### config.mk
export PLATFORM = sky130hd
export DESIGN_NAME = sram_ctr_ahb_fsm
export DESIGN_NICKNAME = d
export VERILOG_FILES = /design/src/rtl/sram_ctr_ahb_fsm.sv
export SDC_FILE = /design/constraint.sdc
export NUM_CORES = 1
export LEC_CHECK = 0
export BUFFER_PORTS_ARGS = -buffer_cell sky130_fd_sc_hd__clkbuf_2
export CAP_MARGIN = 25
export CORE_ASPECT_RATIO = 1.1
export CORE_MARGIN = 2
export CORE_UTILIZATION = 37
export CTS_CLUSTER_DIAMETER = 80
export DETAILED_ROUTE_END_ITERATION = 6
export PLACE_DENSITY = 0.84
export RECOVER_POWER = 100
export SYNTH_ARGS = -nofsm -noshare
export SYNTH_HDL_FRONTEND = slang
export SYNTH_SLANG_ARGS = --single-unit
### constraint.sdc
create_clock -name hclk -period 2.02 [get_ports hclk]
set_input_delay 0 -clock hclk [delete_from_list [all_inputs] [get_ports hclk]]
set_output_delay 0 -clock hclk [all_outputs]
set_load 0.005 [all_outputs]
### src/rtl/sram_ctr_ahb_fsm.sv
// Transfer-control FSM of the AHB-Lite SRAM controller: SRAM access sequencing, HREADYOUT/HRESP, write->read turnaround.
// Optional build macro SRAM_CTR_ERR_CNT_EN adds a saturating 16-bit errored-transfer counter output err_cnt.
module sram_ctr_ahb_fsm #(
    parameter int ADDR_W = 12,
    parameter int DATA_W = 32
) (
    input  logic              hclk,
    input  logic              hresetn,
    input  logic              hsel,
    input  logic              hready_in,
    input  logic [1:0]        htrans,
    input  logic              hwrite,
    input  logic [31:0]       haddr,
    input  logic [DATA_W-1:0] hwdata,
    input  logic              error_check,
    output logic [1:0]        state,
    output logic              hready_out,
    output logic              hresp,
    output logic [DATA_W-1:0] hrdata,
    output logic              sram_cs,
    output logic              sram_we,
    output logic [ADDR_W-1:0] sram_addr,
    output logic [DATA_W-1:0] sram_wdata,
    input  logic [DATA_W-1:0] sram_rdata
`ifdef SRAM_CTR_ERR_CNT_EN
    ,
    output logic [15:0]       err_cnt
`endif
);

    localparam logic [1:0] ST_IDLE  = 2'b00;
    localparam logic [1:0] ST_WRITE = 2'b01;
    localparam logic [1:0] ST_WR2RD = 2'b11;
    localparam logic [1:0] ST_READ  = 2'b10;

    localparam logic [1:0] RS_OKAY = 2'b00;
    localparam logic [1:0] RS_ERR1 = 2'b01;
    localparam logic [1:0] RS_ERR2 = 2'b10;

    logic [1:0]        state_q, state_d;
    logic [1:0]        resp_q, resp_d;
    logic [ADDR_W-1:0] wr_addr_q, wr_addr_d;
    logic [ADDR_W-1:0] rd_addr_q, rd_addr_d;
    logic              hwrite_q, hwrite_d;

    logic              ap_open;
    logic              ap;
    logic              ap_ok;
    logic              ap_err;
    logic [ADDR_W-1:0] acc_addr;

    // Byte-lane and low-order address bits plus the BUSY/SEQ distinction carry no meaning here.
    logic unused_bits;
    assign unused_bits = ^{haddr[31:ADDR_W+2], haddr[1:0], htrans[0]};

    // A new address phase can only be accepted while this slave is signalling ready.
    assign ap_open  = hready_out;
    assign ap       = hsel & hready_in & htrans[1] & ap_open;
    assign ap_ok    = ap & ~error_check;
    assign ap_err   = hsel & hready_in & error_check & ap_open;
    assign acc_addr = haddr[ADDR_W+1:2];

    assign state      = state_q;
    assign hready_out = (state_q != ST_WR2RD) && (resp_q != RS_ERR1);
    assign hresp      = (resp_q != RS_OKAY);
    assign hrdata     = sram_rdata;
    assign sram_wdata = hwdata;

    always_comb begin
        // NOTE: every combinational output gets a default first so no path leaves it unassigned (no latch).
        state_d   = state_q;
        resp_d    = RS_OKAY;
        wr_addr_d = wr_addr_q;
        rd_addr_d = rd_addr_q;
        hwrite_d  = hwrite_q;

        if (resp_q == RS_ERR1) begin
            resp_d = RS_ERR2;
        end

        if (ap_err) begin
            state_d = ST_IDLE;
            resp_d  = RS_ERR1;
        end else if (state_q == ST_WR2RD) begin
            state_d = ST_READ;
        end else if (ap_ok) begin
            hwrite_d = hwrite;
            if (hwrite) begin
                state_d   = ST_WRITE;
                wr_addr_d = acc_addr;
            end else if (state_q == ST_WRITE) begin
                // SRAM port is taken by the pending write data phase; defer the read one cycle.
                state_d   = ST_WR2RD;
                rd_addr_d = acc_addr;
            end else begin
                state_d = ST_READ;
            end
        end else begin
            state_d = ST_IDLE;
        end
    end

    always_comb begin
        sram_cs   = 1'b0;
        sram_we   = 1'b0;
        sram_addr = '0;
        // Reset kills any access immediately, without waiting for a clock edge.
        if (!hresetn) begin
            sram_cs = 1'b0;
        end else if (state_q == ST_WRITE) begin
            sram_cs   = 1'b1;
            sram_we   = hwrite_q;
            sram_addr = wr_addr_q;
        end else if (state_q == ST_WR2RD) begin
            sram_cs   = 1'b1;
            sram_addr = rd_addr_q;
        end else if (ap_ok && !hwrite) begin
            sram_cs   = 1'b1;
            sram_addr = acc_addr;
        end
    end

    // NOTE: sequential state uses non-blocking assignments so all flops update from pre-edge values.
    always_ff @(posedge hclk or negedge hresetn) begin
        if (!hresetn) begin
            state_q   <= ST_IDLE;
            resp_q    <= RS_OKAY;
            wr_addr_q <= '0;
            rd_addr_q <= '0;
            hwrite_q  <= 1'b0;
        end else begin
            state_q   <= state_d;
            resp_q    <= resp_d;
            wr_addr_q <= wr_addr_d;
            rd_addr_q <= rd_addr_d;
            hwrite_q  <= hwrite_d;
        end
    end

`ifdef SRAM_CTR_ERR_CNT_EN
    logic [15:0] err_cnt_q, err_cnt_d;

    always_comb begin
        err_cnt_d = err_cnt_q;
        if (ap_err && (err_cnt_q != 16'hFFFF)) begin
            err_cnt_d = err_cnt_q + 16'd1;
        end
    end

    always_ff @(posedge hclk or negedge hresetn) begin
        if (!hresetn) begin
            err_cnt_q <= 16'd0;
        end else begin
            err_cnt_q <= err_cnt_d;
        end
    end

    assign err_cnt = err_cnt_q;
`endif

endmodule

==> summary.md, run 1 <==
| Metric | Value |
|---|---|
| Port bufs | 36 |
| Die Ht | between 80 and 90 µm |
| Post-synthesis sequential area ratio | 0.360 |
| DR pass1 iterations | 4 |
| Final Skew | 8.78 ps |
| CTS Root Cell | clkbuf_8 |
| HPWL Detailed | 3110 µm |
| Endpoints failing setup | 0 |
| Max Cap Violations | 0 |
| Non-Filler Instances | 259 |
| Warnings from Yosys | 0 |
| Req. time, crit path | 2020 ps |
| Cell Area, Synth | 2010 µm² |
| RePlAce Congestion | 0.792 |
| Final net count | between 200 and 300 |
| Fillers | roughly 560 |
| Initial antenna violation count | 0 |
| CTS tree | yes |
| WS Path Type | flip-flop to output port |
| Die W | 74.4 µm |
| Fin. Hold Viols | 0 |
| # diodes | 0 |
| Clock Pin Slew Worst Setup and Hold Paths | 60 ps |
| # rows | 28 |
| Met1 Usage GRT | 0.153 |
| Layout cells sized above 1 | 0.299 |
| Gr usage total | 0.148 |
| Overflow after GRT | 0 |
| Global route hottest layer | met2 |
| Hold Crit Class | input port to output port |
| RSZ-0062 raised after global routing | no |
| Avg Cell Area, Syn | 10.5 µm² |
| Sequential Area | 726 µm² |
| Critical path startpoint category | flip-flop |
| Met2 usage | 0.254 |
| H-tree Lvls | 2 |
| Final Util | 0.370 |
| WP data arrival | 1730 ps |
| WHS Path Cells | 0 |
| First-pass GRT wire length | between 6000 and 7000 µm |
| Post-detailed-route wirelength per cell | 16.5 µm |
| Yosys reg bits | 29 |
| FF-to-FF path depth | 3 |
| Post-synth top flop | dfrtp_1 |
| Syn nets | between 200 and 300 |
| Initial Util | 0.378 |
| DR iter-0 viols | 79 |
| Die ar. | just over 6000 µm² |
| Highest Clock Rate | 578 MHz |
| Synthesized netlist cell count | about 190 |
| Async set-reset flop share out of synthesis | 1.00 |
| Setup ws final | approximately 290 ps |
| Pre-CTS WS | ~320 ps |
| Max FO, Critical Path | 12 |
| Total number of vias | 1270 |
| Highest ir drop seen on vdd | 487 µV |
| Area taken by multi-input logic gates | around 720 µm² |
| Post-synth cell types | 29 |
| Clock Path Buffers | 2 |
| Worst-skew pair later-pin latency | 280 ps |
| Number of flops mapped to enable cells by yosys | 0 |
| Routed Antenna Nets | 0 |
| Setup_tns | 0 ps |
| Hold WS | 0.00228 ps |
| Static leakage | 0.900 nW |
| Num Clock Sinks | 29 |
| Largest net degree at the start of global routing | 36 |
| CORE AREA | 5330 µm² |
| Status | finished clean |
| Rel. slew slack | 0.459 |
| Vias in the first global route | between 1000 and 1500 |
| DR vias/cell | 4.90 |
| Layout area overhead | -2.30% |
| Power Density | approximately 680 nW/µm² |
| Worst-Margin Slew | 812 ps |
| Max-slew violations | 0 |
| Met3 usage | 0.0422 |
| Total Wirelength | around 4300 µm |
| Fin crit share | 0.857 |
| Crit. End Element | output port |
| Tmin final | about 1700 ps |
| Inst Count DP | about 240 |
| CTS buffer count | 5 |
| Final routed DRC violation total | 0 |
| I/O pin count | 186 |
per-stage QoR:
step	power [mW]	instance area [µm²]
2_1_floorplan	0.916	2010
3_3_place_gp	0.873	1800
3_5_place_dp	0.888	1800
4_1_cts	1.36	2020
5_1_grt	1.42	1970
6_report	1.34	1970
critical path, cell delays in order (launching register included):
cell and delay [ps]:
dfrtp_1 500, nand2_1 220, nand4b_1 120, clkbuf_2 230, o22ai_1 230, clkbuf_2 150
metal layers:
| metal | part of all wire | up-vias |
|---|---|---|
| li1 | - | 573 |
| met1 | 0.37 | 609 |
| met2 | 0.51 | 59 |
| met3 | 0.074 | 29 |
| met4 | 0.043 | 0 |
| met5 | 0 | - |
registers in the layout (all words and copies together) (netlist names):
| signal | count |
|---|---|
| state | 2 |
| hwrite_q | 1 |
| resp_q | 2 |
| rd_addr_q | 12 |
| wr_addr_q | 12 |
logic make-up (layout without fill, tap and decap cells):
logic type	Yosys count	count (layout)	synth area share
simple gates	37	37	0.106
buf+inv	73	66	0.266
compound gates	16	16	0.0547
mux	36	36	0.212
flops	29	29	0.360
repair_timing:
item	CTS	global route
endpoints found under the setup margin	0	8
setup buffers	0	1
hold buffers	14	0
hold endpoints to repair	53	0
resized for setup	0	0
cell usage after synthesis, drive strengths merged, types with 4 or more instances:
| library cell | instances | area (µm²) |
|---|---|---|
| buf | 71 | 529 |
| dfrtp | 29 | 726 |
| mux2 | 24 | 308 |
| mux2i | 12 | 120 |
| nand2 | 10 | 37.5 |
| o22ai | 8 | 50.1 |
| nor2 | 6 | 22.5 |
| nand2b | 5 | 31.3 |
| nor4 | 4 | 25.0 |
| o21a | 4 | 30.0 |
cell usage in the layout (no fill, tap or decap), types with 6 or more instances in the layout:
cell type / count
dlygate4sd3_1: 14
nand2_1: 10
mux2_1: 7
mux2i_1: 12
dfrtp_1: 29
clkbuf_2: 28
o22ai_1: 8
mux2_2: 14
nor2_1: 6
clkbuf_1: 15
power by group:
part	internal (mW)	leakage [nW]	switching [mW]
clock network	0.244	0.0395	0.207
logic	0.119	0.479	0.0866
registers	0.651	0.382	0.0371
total	1.01	0.900	0.330
path summary, 6_finish.rpt:
kind / slack (ps) / end / startpoint
worst max-delay path: 290 / sram_addr[7] / state[0]
worst min-delay path: 0.002 / sram_wdata[17] / hwdata[17]
worst max register to register: 300 / wr_addr_q[9] / state[0]
worst min register to register: 490 / rd_addr_q[3] / rd_addr_q[3]
max in group asynchronous: 1030 / wr_addr_q[1] / hresetn
min in group asynchronous: 480 / rd_addr_q[10] / hresetn
cell type report:
class                   count  area share
clock buffers               8      0.0407
inverters                   2     0.00381
multi-input cells          89       0.366
flip-flops and latches     29       0.369
well taps                  75      0.0477
repair buffers             56       0.173
Power figures use the tool's default switching activity.
==> run 2, diff against run 1 <==
==> constraint.sdc (replaced) <==
create_clock -name hclk -period 2.02 [get_ports hclk]
set_input_delay 0.101 -clock hclk [delete_from_list [all_inputs] [get_ports hclk]]
set_output_delay 0.101 -clock hclk [all_outputs]
set_load 0.005 [all_outputs]
==> run 2 against run 1 <==
Effect of this change:
- final area fell by 4.8%
- clock skew fell by 5.0 ps
- power rose by 4.2%
- via count fell by 1.6%
- die area did not move
- wire length rose by 0.98%
- sequential cell count did not move
- clock power rose by 17%
- core utilization fell by 1.8 points
- global-route usage rose by 0.35 points
- worst hold slack improved by 63 ps
- final cell count fell by 3.5%
- critical path type unchanged
- critical endpoint is now sram_addr[8]
==> summary.md, run 2 (synthesis results as in run 1) <==
| Metric | Value |
|---|---|
| DR iter-0 viols | 61 |
| Largest net degree at the start of global routing | 21 |
| Num Clock Sinks | 29 |
| Post-route cell area | 1870 µm² |
| Biggest regs | rd_addr_q (12), wr_addr_q (12) |
| RSZ-0062 raised after global routing | no |
| Total Wirelength | 4320 µm |
| Routed Antenna Nets | 0 |
| Setup ws final | roughly 220 ps |
| # rows | 28 |
| Sequential Area | 726 µm² |
| Setup_tns | 0 ps |
| Vias in the first global route | 1349 |
| Hold Crit Class | input port to flip-flop |
| Final Util | 0.352 |
| Initial antenna violation count | 0 |
| Combinational group share of total power | 0.134 |
| Placed inst area | around 1800 µm² |
| WP data arrival | 1700 ps |
| P_sw | 0.339 mW |
| Static leakage | 0.870 nW |
| Fillers | about 550 |
| Status | finished clean |
| CTS buffer count | 5 |
| Reg-to-reg endpoint | wr_addr_q[2] |
| Layout area overhead | -6.96% |
| FF-to-FF path depth | 4 |
| CTS Root Cell | clkbuf_8 |
| WS Path Type | flip-flop to output port |
| Crit. End Element | output port |
| Critical path startpoint category | flip-flop |
| Final net count | 278 |
| R2r setup slk | between 200 and 250 ps |
| Gr usage total | 0.152 |
| CORE AREA | 5330 µm² |
| Fin crit share | 0.892 |
| Highest ir drop seen on vdd | 482 µV |
| Most frequent cells in the layout | dfrtp_1, clkbuf_2, clkbuf_1 |
| Power Density | ~750 nW/µm² |
| CTS tree | yes |
| Cell-internal power | around 1.1 mW |
| Max-slew violations | 0 |
| Fin. Hold Viols | 0 |
| HPWL Detailed | 3240 µm |
| Sw Share | 0.242 |
| Req. time, crit path | 1920 ps |
| Worst-Margin Slew | 443 ps |
| RePlAce Congestion | 0.792 |
| Post-detailed-route wirelength per cell | 17.3 µm |
| Area taken by multi-input logic gates | 714 µm² |
| # diodes | 0 |
| Max FO, Critical Path | 12 |
| Commonest non-fill, non-tap cell in the layout | dfrtp_1 |
| Pre-CTS WS | about 470 ps |
| Die Ht | 81.4 µm |
| Layout cells sized above 1 | 0.331 |
| Total design power | 1.40 mW |
| CP endpoint | sram_addr[8] |
| Worst-skew pair later-pin latency | around 280 ps |
| Final Skew | approximately 3.8 ps |
| Total number of vias | 1250 |
| Tmin final | 1800 ps |
| Die ar. | between 6000 and 7000 µm² |
| Die W | 74.4 µm |
| Final routed DRC violation total | 0 |
| Rel. slew slack | 0.705 |
| H-tree Lvls | 2 |
| Endpoints failing setup | 0 |
| Clock Path Buffers | 2 |
| Highest Clock Rate | 555 MHz |
| Max Cap Violations | 0 |
| DR vias/cell | 5.00 |
| DR pass1 iterations | 4 |
| I/O pin count | roughly 190 |
| Origin of the worst setup path | state[0] |
| FF-to-FF Start | state[0] |
| Reg power frac | 0.489 |
| Initial Util | 0.378 |
| Clock Pin Slew Worst Setup and Hold Paths | 60 ps |
| Overflow after GRT | 0 |
| Port bufs | 36 |
| First-pass GRT wire length | 6830 µm |
| Clock Power Share | 0.377 |
## run 2: changes by cell type in the layout (fill, tap and decap cells not counted)
cell,previous run,this run
clkbuf_8,5,7
nand4_1,1,2
clkbuf_2,28,27
dlygate4sd3_1,14,1
buf_4,2,4
nand4_2,1,0
clkinv_2,0,1
## run 2: cell type report
class / instances / share of cell area
inverters: 2 / 0.00401
clock inverters: 1 / 0.00267
multi-input cells: 89 / 0.381
flip-flops and latches: 29 / 0.387
clock buffers: 7 / 0.0514
well taps: 75 / 0.0501
repair buffers: 47 / 0.123
## run 2: how the worst min path moves through the flow
stage	end	cells past startpoint	slack (ps)	startpoint
finish	rd_addr_q[1]	2	60	haddr[3]
global route	rd_addr_q[1]	2	80	haddr[3]
CTS	rd_addr_q[9]	2	70	haddr[11]
detailed placement	hwrite_q	1	-30	hresetn
global placement	hwrite_q	1	-40	hresetn
floorplan	hwrite_q	0	-190	hresetn
## run 2: what timing repair did
item | CTS | global route
buffers inserted | 0 | 0
hold buffers | 1 | 0
setup endpoints to repair | 0 | 0
hold endpoints to repair | 19 | 0
resized for setup | 0 | 0
## run 2: power groups by stage
stage	Clock, mW	Combinational (mW)	Sequential, mW
after floorplan	0	0.231	0.685
after global placement	0	0.186	0.690
after detailed placement	0	0.195	0.696
after CTS	0.543	0.198	0.685
after global routing	0.574	0.213	0.693
final	0.527	0.188	0.685
## run 2: worst max-delay path, cell delays in order, from the launching register on
cell and delay [ps]:
dfrtp_1 500, nand2_1 210, nand4b_1 110, clkbuf_2 220, o22ai_1 230, clkbuf_2 150
## run 2: layer usage
metal / up-vias / track usage / routed length [µm]
li1: 556 / - / -
met1: 616 / 0.166 / 1540
met2: 51 / 0.254 / 2230
met3: 27 / 0.0546 / 386
met4: 0 / 0.0804 / 161
met5: - / 0 / 0
## run 2: stage by stage
step                      instances  hold WS (ps)
after global placement          241         -36.2
after CTS                       250          72.1
after detailed placement        241         -27.8
after floorplan                 191          -195
after global routing            250          75.7
final                           250          63.5
